[src/rtl/fsm_bit_serializer.sv]
// Parallel-to-serial front end: WIDTH-bit words shifted out MSB-first, each bit held DIV cycles.
// Latency: first bit 1 cycle after accept; one-deep pending word keeps back-to-back words gapless.
// Backpressure: load_ready = !pend_full; a word arriving on the last-bit edge with pend empty starts directly.
module fsm_bit_serializer #(
    parameter int WIDTH = 8,
    parameter int DIV   = 1
) (
    input  logic             clk,
    input  logic             reset,
    input  logic             load_valid,
    input  logic [WIDTH-1:0] load_data,
    output logic             load_ready,
    output logic             ser_out,
    output logic             ser_valid,
    output logic             busy,
    output logic             word_done
);

    localparam int BW = (WIDTH > 1) ? $clog2(WIDTH) : 1;
    localparam logic [BW-1:0] BIT_LAST = BW'(WIDTH - 1);
    localparam logic [7:0]    DIV_LAST = 8'(DIV - 1);

    typedef enum logic {
        IDLE  = 1'b0,
        SHIFT = 1'b1
    } state_t;

    state_t           state, state_nxt;
    logic [WIDTH-1:0] shift_reg, shift_nxt;
    logic [WIDTH-1:0] pend_reg, pend_nxt;
    logic             pend_full, pend_full_nxt;
    logic [BW-1:0]    bit_cnt, bit_cnt_nxt;
    logic [7:0]       div_cnt, div_cnt_nxt;
    logic             ser_valid_nxt;
    logic             word_done_nxt;
    logic             xfer;
    logic             word_end;

    assign load_ready = !pend_full;
    assign xfer       = load_valid && load_ready;
    assign word_end   = (div_cnt == 8'd0) && (bit_cnt == '0);
    // ser_out is the MSB of the shifter, so it naturally holds the last bit once idle.
    assign ser_out    = shift_reg[WIDTH-1];
    assign busy       = (state == SHIFT);

    always_ff @(posedge clk or negedge reset) begin
        if (!reset) begin
            state     <= IDLE;
            shift_reg <= '0;
            pend_reg  <= '0;
            pend_full <= 1'b0;
            bit_cnt   <= '0;
            div_cnt   <= 8'd0;
            ser_valid <= 1'b0;
            word_done <= 1'b0;
        end else begin
            state     <= state_nxt;
            shift_reg <= shift_nxt;
            pend_reg  <= pend_nxt;
            pend_full <= pend_full_nxt;
            bit_cnt   <= bit_cnt_nxt;
            div_cnt   <= div_cnt_nxt;
            ser_valid <= ser_valid_nxt;
            word_done <= word_done_nxt;
        end
    end

    always_comb begin
        state_nxt     = state;
        shift_nxt     = shift_reg;
        pend_nxt      = pend_reg;
        pend_full_nxt = pend_full;
        bit_cnt_nxt   = bit_cnt;
        div_cnt_nxt   = div_cnt;
        ser_valid_nxt = 1'b0;
        word_done_nxt = 1'b0;

        case (state)
            IDLE: begin
                if (xfer) begin
                    shift_nxt     = load_data;
                    bit_cnt_nxt   = BIT_LAST;
                    div_cnt_nxt   = DIV_LAST;
                    ser_valid_nxt = 1'b1;
                    state_nxt     = SHIFT;
                end
            end

            SHIFT: begin
                if (!word_end) begin
                    if (xfer) begin
                        pend_nxt      = load_data;
                        pend_full_nxt = 1'b1;
                    end
                    if (div_cnt != 8'd0) begin
                        div_cnt_nxt = div_cnt - 8'd1;
                    end else begin
                        shift_nxt     = {shift_reg[WIDTH-2:0], 1'b0};
                        bit_cnt_nxt   = bit_cnt - BW'(1);
                        div_cnt_nxt   = DIV_LAST;
                        ser_valid_nxt = 1'b1;
                    end
                end else begin
                    word_done_nxt = 1'b1;
                    // Pending word wins; xfer cannot be high then since load_ready is low.
                    if (pend_full) begin
                        shift_nxt     = pend_reg;
                        pend_full_nxt = 1'b0;
                        bit_cnt_nxt   = BIT_LAST;
                        div_cnt_nxt   = DIV_LAST;
                        ser_valid_nxt = 1'b1;
                    end else if (xfer) begin
                        shift_nxt     = load_data;
                        bit_cnt_nxt   = BIT_LAST;
                        div_cnt_nxt   = DIV_LAST;
                        ser_valid_nxt = 1'b1;
                    end else begin
                        state_nxt = IDLE;
                    end
                end
            end

            default: state_nxt = IDLE;
        endcase
    end

endmodule

[config.mk]
export PLATFORM = sky130hd
export DESIGN_NAME = fsm_bit_serializer
export DESIGN_NICKNAME = d
export VERILOG_FILES = /design/src/rtl/fsm_bit_serializer.sv
export SDC_FILE = /design/constraint.sdc
export NUM_CORES = 1
export LEC_CHECK = 0
export ABC_AREA = 1
export BUFFER_PORTS_ARGS = -buffer_cell sky130_fd_sc_hd__buf_2
export CELL_PAD_IN_SITES_DETAIL_PLACEMENT = 0
export CELL_PAD_IN_SITES_GLOBAL_PLACEMENT = 1
export CORE_MARGIN = 1.5
export CORE_UTILIZATION = 43
export DETAILED_ROUTE_END_ITERATION = 8
export PLACE_DENSITY = 0.75
export SETUP_SLACK_MARGIN = 0.3
export SYNTH_ARGS = -nofsm -noshare
export SYNTH_HDL_FRONTEND = slang
export SYNTH_SLANG_ARGS = --single-unit
[constraint.sdc]
create_clock -name clk -period 2.2 [get_ports clk]
set_input_delay 0.44 -clock clk [delete_from_list [all_inputs] [get_ports clk]]
set_output_delay 0.44 -clock clk [all_outputs]
set_load 0.02 [all_outputs]
**Word level (Yosys, flattened, before mapping)**

Index checks and enable logic that the tools add are counted.

- Output and inout bits: 5
- Word-level logic and storage cells: 48
- Register bits after elaboration: 31
- Bits of input ports: 11

- Equal/unequal tests: 1
- Muxes and demuxes: 26
- Reduce and logical (&&, ||, !) cells: 9
- Add/sub/neg operators: 2
- Bitwise gates (word level): 2

Operator list:

| kind | number |
|---|---|
| $mux 8 | 8 |
| $pmux 8 s2 | 2 |
| $mux 3 | 4 |
| $mux 1 | 9 |
| $logic_not 8->1 | 1 |
| $reduce_bool 8->1 | 1 |
| $sub 8x1->8 const B | 1 |
| $pmux 3 s2 | 1 |
| $pmux 1 s2 | 2 |
| $logic_not 3->1 | 1 |
| $ne 3x3->1 const B | 1 |
| $reduce_and 3->1 | 1 |
| $sub 3x1->3 const B | 1 |
| $logic_and 1x1->1 | 2 |
| $not 1->1 | 2 |
| $reduce_and 2->1 | 1 |
| $reduce_bool 2->1 | 1 |
| $logic_not 1->1 | 1 |

**Depth between registers and ports, before layout**

Gate-level depths: netlist of the first run.

- Word-level depth: 6
- Depth in mapped cells: 11

**Least setup slack after synthesis of the first run**

OpenSTA, ideal clock, no wires.

- Kind: reg2reg
- From: register bit_cnt[0]
- To: register pend_full
- Arrival: 1.429 ns
- Clock period less this slack: 1.562 ns
- Cell stages (with the launch flop): 11
- Setup slack: 0.638 ns
- Buffers on the path: 1
- Cells stage by stage: dfrtp_1 -> inv_1 -> ha_1 -> inv_1 -> nor2_1 -> nand3_4 -> nand2_4 -> nor2_4 -> inv_2 -> buf_6 -> o21ai_0

- Cells in the longest elaborated chain, start to end: 4
- Elaborated cells between the ends (all ways): 5

RTL lines:

| what | line | source |
|---|---|---|
| start: declaration | 32 | `logic [BW-1:0] bit_cnt, bit_cnt_nxt;` |
| start signal: assignment | 61 | `bit_cnt <= bit_cnt_nxt;` |
| $logic_not 3->1 * | 41 | `assign word_end = (div_cnt == 8'd0) && (bit_cnt == '0);` |
| $logic_and 1x1->1 * | 41 |  |
| $reduce_bool 2->1 (no line) | n/a |  |
| $reduce_and 2->1 (no line) | n/a |  |
| end signal: assignment | 60 | `pend_full <= pend_full_nxt;` |
| end: declaration | 31 | `logic pend_full, pend_full_nxt;` |

Every way passes the cells marked *; elsewhere a longest branch is shown, timed or not.
A chain may end at the register's enable or synchronous reset.

**Worst setup path in the final report of the first run**

- From: register div_cnt[0]
- To: register bit_cnt[1]

- Cells in the longest elaborated chain, start to end: 4
- Elaborated cells between the ends (all ways): 6

RTL lines:

| what | line | source |
|---|---|---|
| start: declaration | 33 | `logic [7:0] div_cnt, div_cnt_nxt;` |
| start signal: assignment | 62 | `div_cnt <= div_cnt_nxt;` |
| $logic_not 8->1 | 41 |  |
| $logic_and 1x1->1 | 41 |  |
| $mux 3 | 90 | `if (!word_end) begin` |
| $pmux 3 s2 | 78 | `case (state)` |

Several ways; a longest one is shown, not always the timed one.

==> reports/metrics.cfg, run 1 <==
[clock_tree]
ctsLongestPathBuffers = 2
cts_buffers = 5
numClockSinks = 31
clk-insertion-delay-late_ns = 0.28
post_cts_buffers = 0
cts-root-buf = clkbuf_8
cts_tree = yes
clkTransAtPathRegs_ns = 0.07
h-tree-depth = 2

[drt]
drt-total-wl_um = 4450
ant_nets = 0
wl_per_cell_um = 13.7
drc = 0
dr.pass1.iters = 4
vias = 1626
drt_iter0_drc = 101
avgViaCountPerCell = 5.00

[flow_run]
cap_violations = 0

[layout]
utilization_pct = 50.8
syn_to_final_growth_pct = 11.0
multi_input_area_um2 = 952
final_common_cell = nand2_1
antenna-diode-count = 0
final_cell_mix = nand2_1 (77), nor2_1 (35), dfrtp_1 (31)
fillers = 422
drive_gt1_share_pct = 16.0
regArea_um2 = 776
fin_cells = 325
nets = 288

[placed_design]
hpwl_um = 3090
port_buffers = 15
dp_cells = 317
globalplace.congestion = 0.875

[timing]
max-slew-margin-rel_pct = 51.3
fmax_ghz = 0.568
rsz0062_at_grt = true
maxSlewViolCount = 0
setup_violations = 0
min_period_over_period_pct = 80.1
setup_tns_ns = 0
worst_slew_pin_slew_ns = 0.731
fin_skew_ns = 0.00958
hold_viol = 0
finalCriticalPeriod_ns = 1.76
whs_ns = 0.210

[power]
p_total_uw = 1090
p_sw_share_pct = 21.2
comb_power_share_pct = 2.4
pwr-share-seq_pct = 52.1
p_sw_uw = 232
p_int_uw = 862
p_per_area_nw_per_um2 = 523
clkPwrFrac_pct = 45.5
p_leak_uw = 0.000982
vdd_drop_max_v = 0.000259

[synth]
synth_cell_type_count = 30
synth_area_um2 = 1880
syn_nets = 270
ys_seq_area_share_pct = 41.2
syn_inst = 256
ys.warnings.count = 0
async_reset_ff_share_pct = 100
synth_edf_count = 0
synthFlopType = dfrtp_1
avgSynthCellArea_um2 = 7.36
ys_ff_latch = 31

[floorplanning]
start_util_pct = 45.8
die_h_um = 69.2
dieArea_um2 = 4790
num_rows = 23
design.portCount = 16
core_area_um2 = 4120
dieWidth_um = 69.2

[setup_path]
crit_start = div_cnt[0]
cp.required_ns = 2.42
end_kind = register
cp.arrival_ns = 1.98
regToRegStartpoint = div_cnt[0]
critPathKind = register to register
critPathLaunchType = register
path_max_fanout = 7

[grt]
grt_usage_pct = 20.4
grt_pass1_wl_um = 7810
antenna_found_initial = 0
grt_pass1_vias = 1512
grt_start_max_net_pins = 32
grt_overflow = 0

[min_path]
hold_path_class = input port to asynchronous set/reset pin

[status]
outcome = finished clean

-- metrics by stage --
| step | area, µm² | setup slack, ns |
|---|---|---|
| 6_report | 2090 | 0.439 |
| 3_3_place_gp | 1980 | 0.357 |
| 5_1_grt | 2090 | 0.259 |
| 2_1_floorplan | 1880 | 0.638 |
| 4_1_cts | 2080 | 0.314 |
| 3_5_place_dp | 1980 | 0.333 |
-- kinds of logic after synthesis --
logic type / share of synthesized area [%]
multiplexers: 2.12
AND/OR/NAND/NOR: 35.3
AO/OA/AOI/OAI: 10.2
flip-flops: 41.2
buffers and inverters: 8.83
XOR/XNOR: 0.465
adder cells (fa/ha/maj): 1.99
-- final timing paths --
check	endpoint	slack (ns)	depth (start not counted)
max	bit_cnt[1]	0.44	8
min	shift_reg[2]	0.21	1
max reg2reg	bit_cnt[1]	0.44	8
min reg2reg	pend_reg[5]	0.48	2
max in group asynchronous	ser_valid	1.51	1
min in group clk	pend_reg[7]	0.37	3
-- layer usage --
layer	share of wire (%)	wire length, µm	up-vias	GRT usage, %
met5	0	0	-	0
met4	0.54	24	0	5.23
met3	2.7	120	2	4.51
met2	43	1910	17	28.6
met1	54	2390	752	31.6
li1	-	-	855	-
-- worst max-delay path, cell delays in order, from the launching register on --
cell and delay (ns):
dfrtp_1 0.40, inv_1 0.08, ha_1 0.26, nand2_1 0.14, nor2_4 0.23, nand3_1 0.25
o21ai_0 0.22, nand2_1 0.07, nand2_1 0.06
-- power by group through the flow --
stage	Sequential, µW	Combinational [µW]	Clock (µW)
6_report	570	26.4	498
5_1_grt	569	30.6	543
4_1_cts	570	27.3	513
3_5_place_dp	581	27.2	0
3_3_place_gp	581	27.4	0
2_1_floorplan	581	2.01	0
-- what timing repair did --
| action | 4_1_cts | 5_1_grt |
|---|---|---|
| setup endpoints to repair | 0 | 18 |
| hold buffers | 0 | 0 |
| gates resized for setup | 0 | 4 |
-- final cells by class --
cell class                 count  share of cell area [%]
clock buffer                   8                    4.78
multi-input combinational    191                    45.5
tap                           50                    2.99
timing repair buffer          18                    4.67
inverter                      27                    4.96
sequential                    31                    37.1
-- synth_stat cells, types with 3 or more instances --
library cell,instances,share of area [%]
nand2_1,77,15
nor2_1,37,7.4
o21ai_2,3,1.4
o21ai_0,15,4.0
inv_1,24,4.8
nand3_1,19,5.0
nor2_2,3,1.0
nor2_4,3,1.8
nand4_1,3,1.0
inv_2,3,0.60
mux2i_1,4,2.1
a21oi_1,7,1.9
dfrtp_1,31,41
ha_1,3,2.0
(Power assumes the default switching activity.)
==> run 2, diff against run 1 <==
==> constraint.sdc (replaced) <==
create_clock -name clk -period 1.7 [get_ports clk]
set_input_delay 0.34 -clock clk [delete_from_list [all_inputs] [get_ports clk]]
set_output_delay 0.34 -clock clk [all_outputs]
set_load 0.02 [all_outputs]
==> reports/metrics.cfg, run 2 (synthesis gave the netlist of run 1 again) <==
[status]
outcome = finished clean

[setup_path]
reg2reg_setup_slack_ns = 0.14
ff2ff_path_depth = 10
critPathKind = register to register
path_buf_inv = 3
cp_cell_sequence = inv_2, ha_4, nand2_4, nor2_4, nand3_4, nand2_4, buf_4, buf_4, o2111ai_2, nand2_1
cp_top_family = simple AND/OR/NAND/NOR gates
end_kind = register
path_max_fanout = 5
cp.arrival_ns = 1.78
worstReg2RegEnd = shift_reg[0]
regToRegStartpoint = div_cnt[1]
critPathMaxStageDelay_ns = 0.39
crit_start = div_cnt[1]
cp.required_ns = 1.92
critPathLaunchType = register
cp_slowest_cell = dfrtp_1

[layout]
nets = 330
final_common_cell = nand2_1
drive_gt1_share_pct = 37.7
antenna-diode-count = 0
final_cell_mix = nand2_1 (68), buf_4 (38), dfrtp_1 (30)
fillers = 386
regArea_um2 = 777
multi_input_area_um2 = 1100
syn_to_final_growth_pct = 36.1
fin_cells = 366

[drt]
ant_nets = 0
drt_iter0_drc = 116
dr.pass1.iters = 4
avgViaCountPerCell = 5.04
drt-total-wl_um = 5210
drc = 0
wl_per_cell_um = 14.2
vias = 1846

[grt]
grt_start_max_net_pins = 32
grt_usage_pct = 22.7
grt_pass1_wl_um = 8730
grt_pass1_vias = 1896
grt_overflow = 0
antenna_found_initial = 0

[clock_tree]
cts_tree = yes
clkTransAtPathRegs_ns = 0.06
hold_buffers = 0
clk-insertion-delay-late_ns = 0.28
ctsLongestPathBuffers = 2
cts-root-buf = clkbuf_8
numClockSinks = 31
h-tree-depth = 2
cts_buffers = 5

[floorplanning]
num_rows = 23
dieArea_um2 = 4790
core_area_um2 = 4120
die_h_um = 69.2
design.portCount = 16
start_util_pct = 45.8
dieWidth_um = 69.2

[timing]
setup_tns_ns = 0
min_period_over_period_pct = 91.6
max-slew-margin-rel_pct = 73.1
finalCriticalPeriod_ns = 1.56
fmax_ghz = 0.642
worst_slew_pin_slew_ns = 0.404
setup_violations = 0
hold_viol = 0
fin_skew_ns = 0.00627
maxSlewViolCount = 0
rsz0062_at_grt = true
whs_ns = 0.0741

[placed_design]
hpwl_um = 3390
port_buffers = 15
dp_cells = 327
globalplace.congestion = 0.825

[power]
p_leak_uw = 0.00124
p_per_area_nw_per_um2 = 533
vdd_drop_max_v = 0.000429

[flow_run]
cap_violations = 0

[min_path]
hold_path_class = input port to asynchronous set/reset pin

==> run 2: changes by cell type in the layout (fill, tap and decap cells not counted), sizes merged <==
cell      before  now
buf           18   58
inv           27   26
nand3         20   21
clkinvlp       0    1
clkbuf         8    6
clkinv         0    2
==> run 2: timing repair <==
| action | in CTS | in global routing |
|---|---|---|
| buffers inserted | 17 | 13 |
| cloned | 2 | 0 |
| setup endpoints to repair | 23 | 27 |
| resized for setup | 17 | 31 |
| pin swaps | 9 | 20 |
==> run 2: where the power goes <==
group          internal (µW)  switching (µW)
Clock                    317             274
Sequential               738               0
Combinational           10.3            26.6
==> run 2: layer usage <==
metal,routed length [µm],GRT usage [%],vias up
met2,2390,34.7,36
met1,2570,31.8,858
li1,-,-,946
met5,0,0,-
met3,192,5.67,6
met4,49,6.75,0
==> run 2: how the worst max path moves through the flow <==
stage	cells after the start	to	slack (ns)
floorplan	10	pend_full	0.25
global placement	10	pend_reg[2]	0.15
detailed placement	10	pend_reg[2]	0.09
CTS	10	pend_reg[1]	0.17
global route	9	pend_reg[3]	0.04
finish	10	shift_reg[0]	0.14
==> run 2: final cells by class <==
class,instances,share of cell area [%]
multi-input cells,192,43.0
flip-flops and latches,31,30.3
repair buffers,58,16.2
inverters,27,4.34
clock buffers,6,3.22
well taps,50,2.44
repair inverters,1,0.293
clock inverters,1,0.195
==> run 2: stage by stage <==
step	cell area (µm²)	utilization [%]	setup slack, ns	power [µW]
final	2560	62.3	0.142	1370
after global routing	2560	62.3	0.0415	1420
after CTS	2370	57.6	0.166	1390
after detailed placement	2080	50.6	0.0944	789
after global placement	2080	50.6	0.149	790
after floorplan	1910	-	0.253	754
